==> src/rtl/memory_pkg.sv <==
// Shared instruction-memory geometry.
package memory_pkg;

  localparam logic [31:0] INSTR_MEM_SIZE_BYTES = 32'h0000_0400;

endpackage : memory_pkg

==> src/rtl/fetch_pkg.sv <==
// Types and helpers shared by the fetch sequencer and its prefetch FIFO.
package fetch_pkg;

  import memory_pkg::*;

  typedef enum logic [1:0] {
    IDLE  = 2'd0,
    RUN   = 2'd1,
    FAULT = 2'd2
  } fetch_state_t;

  typedef struct packed {
    logic [31:0] pc;
    logic [31:0] instr;
  } fetch_entry_t;

  // Misaligned or beyond the end of instruction memory; keeps the memory's
  // address aliasing from ever reaching decode.
  function automatic logic addr_bad(input logic [31:0] addr);
    return (addr[1:0] != 2'b00) || (addr >= INSTR_MEM_SIZE_BYTES);
  endfunction

endpackage : fetch_pkg

==> src/rtl/instr_fetch_ctrl_if.sv <==
// Instruction-memory read port plus decode valid/ready handshake.
interface instr_fetch_ctrl_if;

  logic [31:0] mem_addr_o;
  logic [31:0] mem_data_i;
  logic        instr_valid_o;
  logic        instr_ready_i;
  logic [31:0] instr_o;
  logic [31:0] instr_pc_o;

  modport master (
    output mem_addr_o,
    input  mem_data_i,
    output instr_valid_o,
    input  instr_ready_i,
    output instr_o,
    output instr_pc_o
  );

  modport slave (
    input  mem_addr_o,
    output mem_data_i,
    input  instr_valid_o,
    output instr_ready_i,
    input  instr_o,
    input  instr_pc_o
  );

endinterface : instr_fetch_ctrl_if

==> src/rtl/instr_fetch_ctrl_fifo.sv <==
// Prefetch FIFO holding {pc, instr} entries; flush wins over push.
module fetch_fifo
  import fetch_pkg::*;
#(
  parameter int  FIFO_DEPTH = 2,
  parameter type entry_t    = fetch_entry_t
) (
  input  logic   clk_i,
  input  logic   rst_ni,
  input  logic   push,
  input  logic   pop,
  input  logic   flush,
  output logic   full,
  output logic   empty,
  input  entry_t din,
  output entry_t dout
);

  localparam int PtrW = $clog2(FIFO_DEPTH);
  localparam int CntW = PtrW + 1;

  entry_t            mem_q [FIFO_DEPTH];
  logic [PtrW-1:0]   wr_ptr_q;
  logic [PtrW-1:0]   rd_ptr_q;
  logic [CntW-1:0]   cnt_q;
  logic              do_push;
  logic              do_pop;

  assign full    = (cnt_q == CntW'(FIFO_DEPTH));
  assign empty   = (cnt_q == '0);
  assign do_push = push && (!full || pop);
  assign do_pop  = pop && !empty;
  assign dout    = mem_q[rd_ptr_q];

  // Storage is cleared on reset so the head reads as zero until first push.
  always_ff @(posedge clk_i or negedge rst_ni) begin
    if (!rst_ni) begin
      for (int i = 0; i < FIFO_DEPTH; i++) begin
        mem_q[i] <= '0;
      end
    end else if (do_push && !flush) begin
      mem_q[wr_ptr_q] <= din;
    end
  end

  always_ff @(posedge clk_i or negedge rst_ni) begin
    if (!rst_ni) begin
      wr_ptr_q <= '0;
      rd_ptr_q <= '0;
      cnt_q    <= '0;
    end else if (flush) begin
      wr_ptr_q <= '0;
      rd_ptr_q <= '0;
      cnt_q    <= '0;
    end else begin
      if (do_push) begin
        wr_ptr_q <= wr_ptr_q + PtrW'(1);
      end
      if (do_pop) begin
        rd_ptr_q <= rd_ptr_q + PtrW'(1);
      end
      cnt_q <= cnt_q + CntW'(do_push) - CntW'(do_pop);
    end
  end

endmodule : fetch_fifo

==> src/rtl/instr_fetch_ctrl.sv <==
// Fetch sequencer: owns the PC, drives the instruction-memory read port,
// prefetches into a small FIFO and traps bad fetch addresses.
module instr_fetch_ctrl
  import fetch_pkg::*;
#(
  parameter logic [31:0] RESET_ADDR = 32'h0000_0000,
  parameter int          FIFO_DEPTH = 2
) (
  input  logic                       clk_i,
  input  logic                       rst_ni,
  input  logic                       fetch_en_i,
  input  logic                       redirect_i,
  input  logic [31:0]                redirect_addr_i,
  output logic                       fault_o,
  output logic [31:0]                fault_addr_o,
  instr_fetch_ctrl_if.master         bus
);

  fetch_state_t state_q;
  logic [31:0]  pc_q;
  logic [31:0]  pc_d;
  logic         fault_q;
  logic [31:0]  fault_addr_q;

  fetch_entry_t fifo_din;
  fetch_entry_t fifo_dout;
  logic         fifo_full;
  logic         fifo_empty;
  logic         pop;
  logic         push;
  logic         push_req;
  logic         flush;
  logic         redirect_take;
  logic         redirect_bad;
  logic         pc_bad;
  logic         fault_event;

  assign pc_d = pc_q + 32'd4;

  // The FIFO stays empty in FAULT, so pop needs no state qualifier.
  assign pop           = !fifo_empty && bus.instr_ready_i;
  assign redirect_take = redirect_i && (state_q != FAULT);
  assign redirect_bad  = redirect_take && addr_bad(redirect_addr_i);
  assign push_req      = (state_q == RUN) && fetch_en_i && !redirect_i
                         && (!fifo_full || pop);
  assign pc_bad        = push_req && addr_bad(pc_q);
  assign fault_event   = redirect_bad || pc_bad;
  assign push          = push_req && !pc_bad;
  assign flush         = redirect_take || pc_bad;

  assign fifo_din.pc    = pc_q;
  assign fifo_din.instr = bus.mem_data_i;

  fetch_fifo #(
    .FIFO_DEPTH (FIFO_DEPTH),
    .entry_t    (fetch_entry_t)
  ) u_fifo (
    .clk_i  (clk_i),
    .rst_ni (rst_ni),
    .push   (push),
    .pop    (pop),
    .flush  (flush),
    .full   (fifo_full),
    .empty  (fifo_empty),
    .din    (fifo_din),
    .dout   (fifo_dout)
  );

  always_ff @(posedge clk_i or negedge rst_ni) begin
    if (!rst_ni) begin
      state_q      <= IDLE;
      pc_q         <= RESET_ADDR;
      fault_q      <= 1'b0;
      fault_addr_q <= '0;
    end else if (fault_event) begin
      state_q      <= FAULT;
      fault_q      <= 1'b1;
      fault_addr_q <= redirect_bad ? redirect_addr_i : pc_q;
    end else begin
      if (redirect_take) begin
        pc_q <= redirect_addr_i;
      end else if (push) begin
        pc_q <= pc_d;
      end
      case (state_q)
        IDLE:    if (fetch_en_i)  state_q <= RUN;
        RUN:     if (!fetch_en_i) state_q <= IDLE;
        FAULT:   state_q <= FAULT;
        default: state_q <= IDLE;
      endcase
    end
  end

  assign bus.mem_addr_o    = pc_q;
  assign bus.instr_valid_o = !fifo_empty;
  assign bus.instr_o       = fifo_dout.instr;
  assign bus.instr_pc_o    = fifo_dout.pc;
  assign fault_o           = fault_q;
  assign fault_addr_o      = fault_addr_q;

endmodule : instr_fetch_ctrl

==> src/flat_wrapper.sv <==
// flat-port wrapper written by rule: the top's interface ports become plain ports
module instr_fetch_ctrl_flat import fetch_pkg::*;
#(
  parameter logic [31:0] RESET_ADDR = 32'h0000_0000,
  parameter int          FIFO_DEPTH = 2
)
  (clk_i, rst_ni, fetch_en_i, redirect_i, redirect_addr_i, fault_o, fault_addr_o, bus_mem_addr_o, bus_mem_data_i, bus_instr_valid_o, bus_instr_ready_i, bus_instr_o, bus_instr_pc_o);
  instr_fetch_ctrl_if bus_i ();
  input  logic clk_i;
  input  logic rst_ni;
  input  logic fetch_en_i;
  input  logic redirect_i;
  input  logic [31:0] redirect_addr_i;
  output logic fault_o;
  output logic [31:0] fault_addr_o;
  output wire logic [$bits(bus_i.mem_addr_o)-1:0] bus_mem_addr_o;
  input wire logic [$bits(bus_i.mem_data_i)-1:0] bus_mem_data_i;
  output wire logic [$bits(bus_i.instr_valid_o)-1:0] bus_instr_valid_o;
  input wire logic [$bits(bus_i.instr_ready_i)-1:0] bus_instr_ready_i;
  output wire logic [$bits(bus_i.instr_o)-1:0] bus_instr_o;
  output wire logic [$bits(bus_i.instr_pc_o)-1:0] bus_instr_pc_o;
  assign bus_mem_addr_o = bus_i.mem_addr_o;
  assign bus_i.mem_data_i = bus_mem_data_i;
  assign bus_instr_valid_o = bus_i.instr_valid_o;
  assign bus_i.instr_ready_i = bus_instr_ready_i;
  assign bus_instr_o = bus_i.instr_o;
  assign bus_instr_pc_o = bus_i.instr_pc_o;
  instr_fetch_ctrl #(.RESET_ADDR(RESET_ADDR), .FIFO_DEPTH(FIFO_DEPTH)) u_core (.clk_i(clk_i), .rst_ni(rst_ni), .fetch_en_i(fetch_en_i), .redirect_i(redirect_i), .redirect_addr_i(redirect_addr_i), .fault_o(fault_o), .fault_addr_o(fault_addr_o), .bus(bus_i));
endmodule
==> config.mk <==
export PLATFORM = sky130hd
export DESIGN_NAME = instr_fetch_ctrl_flat
export DESIGN_NICKNAME = d
export VERILOG_FILES = /design/src/rtl/memory_pkg.sv /design/src/rtl/fetch_pkg.sv /design/src/rtl/instr_fetch_ctrl_if.sv /design/src/rtl/instr_fetch_ctrl_fifo.sv /design/src/rtl/instr_fetch_ctrl.sv /design/src/flat_wrapper.sv
export SDC_FILE = /design/constraint.sdc
export NUM_CORES = 1
export LEC_CHECK = 0
export ABC_AREA = 1
export ABC_CLOCK_PERIOD_IN_PS = 2500
export BUFFER_PORTS_ARGS = -buffer_cell sky130_fd_sc_hd__clkbuf_2
export CAP_MARGIN = 25
export CORE_MARGIN = 1
export CORE_UTILIZATION = 46
export CTS_CLUSTER_DIAMETER = 40
export DETAILED_ROUTE_END_ITERATION = 12
export GPL_ROUTABILITY_DRIVEN = 1
export HOLD_SLACK_MARGIN = 0.02
export PLACE_DENSITY = 0.79
export SLEW_MARGIN = 20
export SYNTH_ARGS = -nofsm -noshare
export SYNTH_HDL_FRONTEND = slang
export SYNTH_SLANG_ARGS = --single-unit
export TNS_END_PERCENT = 5
==> constraint.sdc <==
create_clock -name clk_i -period 2.5 [get_ports clk_i]
set_input_delay 0.25 -clock clk_i [delete_from_list [all_inputs] [get_ports clk_i]]
set_output_delay 0.25 -clock clk_i [all_outputs]
set_load 0.005 [all_outputs]
==> flow_metrics.py, run 1 <==
metrics = {
    "run_status": {
        "outcome": "finished clean",
    },
    "timing": {
        "slew_headroom": 0.472,
        "setup_viol": 0,
        "period_share": 0.833,
        "fmax_mhz": 480,
        "fin_crit_ps": 2080,
        "hold_violations": 0,
        "slew_viol_final": 0,
        "worst_pin_slew_ps": 791,
        "fin_setup_tns_ps": 0,
        "rsz0062_at_grt": "no",
        "skew_ps": 12.3,
    },
    "yosys": {
        "ys_seq_area_frac": 0.567,
        "synth_commonest_cells": "nand2_1, dfrtp_1, inv_1, nor2_1, o21ai_1",
        "synth_fp_nets": 1153,
        "synth-seq-cells": 199,
        "synth.top_cells.by_area": "dfrtp_1, nand2_1, inv_1, o21ai_1, nand3_1",
        "synth_most_common_cell": "nand2_1",
        "synthFlopType": "dfrtp_1",
        "synth-edff-count": 0,
        "netlist.area_leader.share": 0.567,
        "syn_inst": 1080,
        "ys.warnings.count": 0,
        "syn_area_per_cell_um2": 8.13,
        "ys_types": 31,
        "async_flop_share": 1.00,
        "synth_top_area_cell": "dfrtp_1",
        "synth_area_mm2": 0.00878,
    },
    "clocking": {
        "cts-htree-levels": 4,
        "cts_sinks": 199,
        "cts_buffer_depth": 2,
        "cts_made_buffers": 17,
        "clk_latency_ps": 430,
        "root_buffer": "clkbuf_16",
        "post_cts_resized": 0,
        "cts_tree": "yes",
        "cts.clk_slew.worst_paths_ps": 80,
    },
    "worst_setup_path": {
        "path_max_fanout": 21,
        "start_kind": "flop",
        "r2r_slack_ps": 420,
        "path_class": "flop to flop",
        "cp.required_ps": 2860,
        "crit_arrival_ps": 2440,
        "critPathCaptureType": "flop",
    },
    "finish": {
        "multi_input_area_mm2": 0.00301,
        "drive_above_1_share": 0.208,
        "syn_to_final_growth_pct": 20.9,
        "final_area_mm2": 0.0106,
        "fill_cells": 1735,
        "nets": 1336,
        "regArea_mm2": 0.00498,
        "antenna_cells": 0,
    },
    "min_path": {
        "hold_path.class": "primary input to flop",
    },
    "power_and_ir_drop": {
        "power_frac_comb": 0.316,
        "ir_drop_v": 0.000536,
        "seqPwrFrac": 0.418,
        "netSwitchingFraction": 0.348,
        "power.leakage_nw": 6.08,
        "p_int_mw": 7.26,
        "finalPower_mw": 11.1,
        "power_density_mw_per_mm2": 1050,
        "p_clk_frac": 0.267,
        "switchingPower_mw": 3.88,
    },
    "place": {
        "dp_hpwl_mm": 13.9,
        "portBuffers": 198,
        "place.gp.congestion": 0.847,
        "postPlaceCellArea_mm2": 0.00997,
    },
    "drt": {
        "num_vias": 7391,
        "drtIter0Drc": 423,
        "ant_nets": 0,
        "avgViaCountPerCell": 4.89,
        "drt-pass1-iter-count": 5,
        "drt-total-wl_mm": 20.3,
        "drc_errors": 0,
        "wl_per_cell_um": 13.4,
    },
    "grt": {
        "grt_pass1_vias": 6906,
        "overflow": 0,
        "grt_pass1_wl_mm": 33.9,
        "antenna_found_initial": 0,
        "grt_max_degree": 90,
        "grtUsageTotal": 0.216,
    },
    "floorplan": {
        "die-height_um": 140,
        "row_count": 50,
        "design.die.area_mm2": 0.0197,
        "core_area_mm2": 0.0187,
        "die_w_um": 140,
        "io_pins": 199,
        "start_util": 0.470,
    },
    "job": {
        "drv_cap": 0,
    },
}
==> layout by cell type (no fill, tap or decap), types with 2 or more instances in the layout <==
cell       count
nor2_8         2
nand3_1       69
ha_1           4
o21ai_0       35
or2_2          3
clkbuf_16     17
inv_4          2
nand2_2        3
o21ai_1       79
inv_1        129
dfrtp_1      198
bufinv_16      4
buf_4         11
nand4_1        7
buf_12         5
clkbuf_2     197
xnor2_1        2
nor2_1        90
clkinv_4       4
inv_2          2
nor2_2         2
inv_6          5
nand2_1      391
==> power groups by stage <==
stage          sequential, mW  combinational [mW]  clock (mW)
2_1_floorplan            4.60                2.07           0
3_5_place_dp             4.70                3.58           0
5_1_grt                  4.76                4.02        3.15
4_1_cts                  4.65                3.58        3.03
3_3_place_gp             4.68                3.48           0
6_report                 4.65                3.52        2.97
==> per-stage QoR <==
| stage | hold slack (ps) | setup slack (ps) | instances | utilization |
|---|---|---|---|---|
| floorplan | -45.6 | 758 | 1080 | - |
| finish | 48.0 | 419 | 1510 | 0.568 |
| detailed placement | 272 | 462 | 1477 | 0.533 |
| global placement | 268 | 538 | 1477 | 0.533 |
| CTS | 28.3 | 415 | 1510 | 0.568 |
| global route | 30.8 | 234 | 1510 | 0.568 |
==> what timing repair did <==
action | 4_1_cts | 5_1_grt
buffers inserted | 0 | 0
hold endpoints to repair | 55 | 0
hold buffers | 1 | 0
==> cell families (layout without fill, tap and decap cells) <==
group	Yosys count	in the layout	share of synthesized area
compound gates	117	117	0.0672
xor+xnor	3	3	0.00299
fa+ha+maj	4	4	0.00570
buf+inv	184	380	0.0900
flops	199	199	0.567
simple gates	573	573	0.267
==> critical path, stage by stage, from the launching register on <==
cell and delay [ps]:
dfrtp_1 420, nor2_1 130, nand3_1 110, nor2_2 240, nand2_1 130, nand2_2 230, nand2_1 130, inv_2 270
buf_12 200, nand2_1 70, nand3_1 80
==> worst paths after layout <==
| kind | depth (start not counted) | endpoint | start |
|---|---|---|---|
| max | 10 | u_core.fault_addr_o[2] | u_core.bus.mem_addr_o[26] |
| min | 3 | u_core.state_q[0] | fetch_en_i |
| max reg2reg | 10 | u_core.fault_addr_o[2] | u_core.bus.mem_addr_o[26] |
| min reg2reg | 1 | u_core.fault_o | u_core.fault_o |
| max in group asynchronous | 3 | u_core.u_fifo.mem_q[19] | rst_ni |
| min in group asynchronous | 2 | u_core.bus.mem_addr_o[8] | rst_ni |
==> metal layers <==
metal	GRT usage	routed length (µm)	vias up
li1	-	-	3675
met5	0	0	-
met1	0.301	9290	3445
met2	0.335	9440	245
met3	0.0554	1300	26
met4	0.0642	279	0
==> sequential cells by signal, summed over array words and instances, names as in the netlist <==
signal                  cells
u_core.u_fifo.wr_ptr_q      1
u_core.u_fifo.cnt_q         2
u_core.u_fifo.rd_ptr_q      1
u_core.fault_addr_o        32
u_core.fault_o              1
u_core.bus.mem_addr_o      32
u_core.u_fifo.mem_q       128
u_core.state_q              2
==> area by class of cell <==
type	instances	share of cell area
clock buffer	18	0.0404
tap	234	0.0276
inverter	133	0.0475
sequential	199	0.469
clock inverter	14	0.0198
timing repair buffer	215	0.112
multi-input combinational	697	0.284
Power figures use the tool's default switching activity.
==> run 2: changes to the inputs <==
Settings changed: ABC_CLOCK_PERIOD_IN_PS 2500 to 1800, PLACE_DENSITY 0.79 to 0.81.
Clock period 2.5 ns to 1.8 ns, I/O delays scaled along.
==> flow_metrics.py, run 2 (synthesized netlist as in run 1, its figures left out) <==
metrics = {
    "worst_setup_path": {
        "path_class": "primary input to flop",
        "path_depth": 10,
        "critPathMostFrequentCell": "nand2_1",
        "r2r_cells": 10,
        "cp.required_ps": 2120,
        "path_cells": "dlygate4sd3_1 > clkbuf_2 > nor2_2 > nand2_1 > nor2_1 > nand3_2 > nand2_4 > nand2_1 > buf_4 > or2_1",
        "start_kind": "primary input",
        "crit_path_max_incr_delay_ps": 560,
        "path_max_fanout": 10,
        "path_buf_inv": 3,
        "critPathTopFamily": "simple AND/OR/NAND/NOR gates",
        "crit_arrival_ps": 2080,
        "cp_slowest_cell": "dlygate4sd3_1",
        "critPathCaptureType": "flop",
    },
    "finish": {
        "finalNonFillerCells": 1616,
        "syn_to_final_growth_pct": 33.5,
        "largest_reg_flops": 128,
        "fill_cells": 1523,
        "final_util": 0.627,
        "regArea_mm2": 0.00498,
        "final_area_mm2": 0.0117,
        "final_common_cell": "nand2_1",
        "final_cell_mix": "nand2_1, dfrtp_1, clkbuf_2",
        "antenna_cells": 0,
        "multi_input_area_mm2": 0.00307,
        "top_register": "u_core.u_fifo.mem_q",
        "drive_above_1_share": 0.237,
        "nets": 1442,
    },
    "timing": {
        "slew_viol_final": 0,
        "worst_pin_slew_ps": 497,
        "rsz0062_at_grt": "yes",
        "fmax_mhz": 568,
        "slew_headroom": 0.669,
        "period_share": 0.977,
        "fin_crit_ps": 1760,
        "setup_ws_ps": 40.6,
        "hold_violations": 0,
        "holdWs_ps": 53.8,
        "skew_ps": 14.9,
        "setup_viol": 0,
    },
    "power_and_ir_drop": {
        "power_density_mw_per_mm2": 1340,
        "p_int_mw": 10.0,
        "power_frac_comb": 0.351,
        "ir_drop_v": 0.000795,
        "p_clk_frac": 0.237,
        "switchingPower_mw": 5.77,
        "netSwitchingFraction": 0.366,
        "seqPwrFrac": 0.412,
        "power.leakage_nw": 6.63,
    },
    "clocking": {
        "cts.clk_slew.worst_paths_ps": 80,
        "cts_tree": "yes",
        "cts_buffer_depth": 2,
        "root_buffer": "clkbuf_16",
        "clk_latency_ps": 430,
        "cts-htree-levels": 4,
        "cts_made_buffers": 17,
        "cts_sinks": 199,
    },
    "drt": {
        "drt-pass1-iter-count": 5,
        "ant_nets": 0,
        "drtIter0Drc": 560,
        "num_vias": 8079,
        "wl_per_cell_um": 14.4,
        "drc_errors": 0,
        "drt-total-wl_mm": 23.3,
        "avgViaCountPerCell": 5.00,
    },
    "floorplan": {
        "die_w_um": 140,
        "core_area_mm2": 0.0187,
        "design.die.area_mm2": 0.0197,
        "start_util": 0.470,
        "die-height_um": 140,
        "io_pins": 199,
        "row_count": 50,
    },
    "grt": {
        "grt_max_degree": 57,
        "antenna_found_initial": 0,
        "grt_pass1_wl_mm": 38.7,
        "grt_pass1_vias": 7907,
        "grtUsageTotal": 0.249,
        "overflow": 0,
    },
    "min_path": {
        "whs_path_depth": 4,
        "hold_path.class": "primary input to flop",
    },
    "run_status": {
        "outcome": "finished clean",
    },
    "place": {
        "postPlaceCellArea_mm2": 0.0104,
        "dp_hpwl_mm": 15.2,
        "dp_slack_ps": 41.5,
        "placedCellCount": 1522,
        "place.gp.congestion": 0.839,
        "portBuffers": 198,
    },
    "job": {
        "drv_cap": 0,
    },
}
run 2: cell types whose count changed in the layout (fill, tap and decap cells not counted), sizes merged:
cell / change
buf: +51
bufinv: -4
clkbuf: -1
clkinv: +1
clkinvlp: +1
dlygate4sd3: +55
inv: +3
run 2: per-layer routing:
| layer | vias to the layer above | GRT usage | share of wire |
|---|---|---|---|
| met3 | 48 | 0.0557 | 0.071 |
| li1 | 3888 | - | - |
| met2 | 337 | 0.406 | 0.48 |
| met5 | - | 0 | 0 |
| met4 | 0 | 0.0989 | 0.027 |
| met1 | 3806 | 0.324 | 0.42 |
run 2: final timing paths:
| kind | start | to | slack, ps |
|---|---|---|---|
| setup / recovery | redirect_addr_i[13] | u_core.fault_o | 40 |
| hold / removal | redirect_addr_i[8] | u_core.fault_addr_o[8] | 50 |
| setup reg to reg | u_core.bus.mem_addr_o[11] | u_core.u_fifo.mem_q[9] | 50 |
| hold reg to reg | u_core.fault_addr_o[20] | u_core.fault_addr_o[20] | 490 |
| max in group asynchronous | rst_ni | u_core.u_fifo.mem_q[33] | 860 |
| min in group asynchronous | rst_ni | u_core.fault_addr_o[6] | 290 |
run 2: power by group through the flow:
stage | sequential, mW | combinational, mW | clock, mW
finish | 6.50 | 5.53 | 3.74
global route | 6.65 | 6.28 | 3.98
CTS | 6.47 | 5.46 | 3.81
detailed placement | 6.55 | 5.14 | 0
global placement | 6.50 | 5.01 | 0
floorplan | 6.39 | 2.87 | 0
run 2: metrics by stage:
stage / TNS, ps / total power [mW]
4_1_cts: 0 / 15.7
2_1_floorplan: 0 / 9.26
6_report: 0 / 15.8
3_5_place_dp: 0 / 11.7
3_3_place_gp: 0 / 11.5
5_1_grt: -4960 / 16.9
run 2: layout make-up:
type                       instances  share of cell area
clock buffer                      17              0.0363
clock inverter                    15              0.0129
inverter                         133              0.0443
multi-input combinational        697               0.262
sequential                       199               0.425
tap                              234              0.0250
timing repair buffer             321               0.195
run 2: what timing repair did:
item                                    CTS  global route
hold buffers                             56             0
endpoints found under the setup margin   48           162
buffers inserted                          3             2
pin swaps                                 0             8
cloned                                    1             1
hold endpoints to repair                136             0
gates resized for setup                   8            26
run 2: worst min-delay path: cells and delay by family:
kind,cells,cell delay [ps]
and+or+nand+nor,3,180
buffers and inverters,1,90
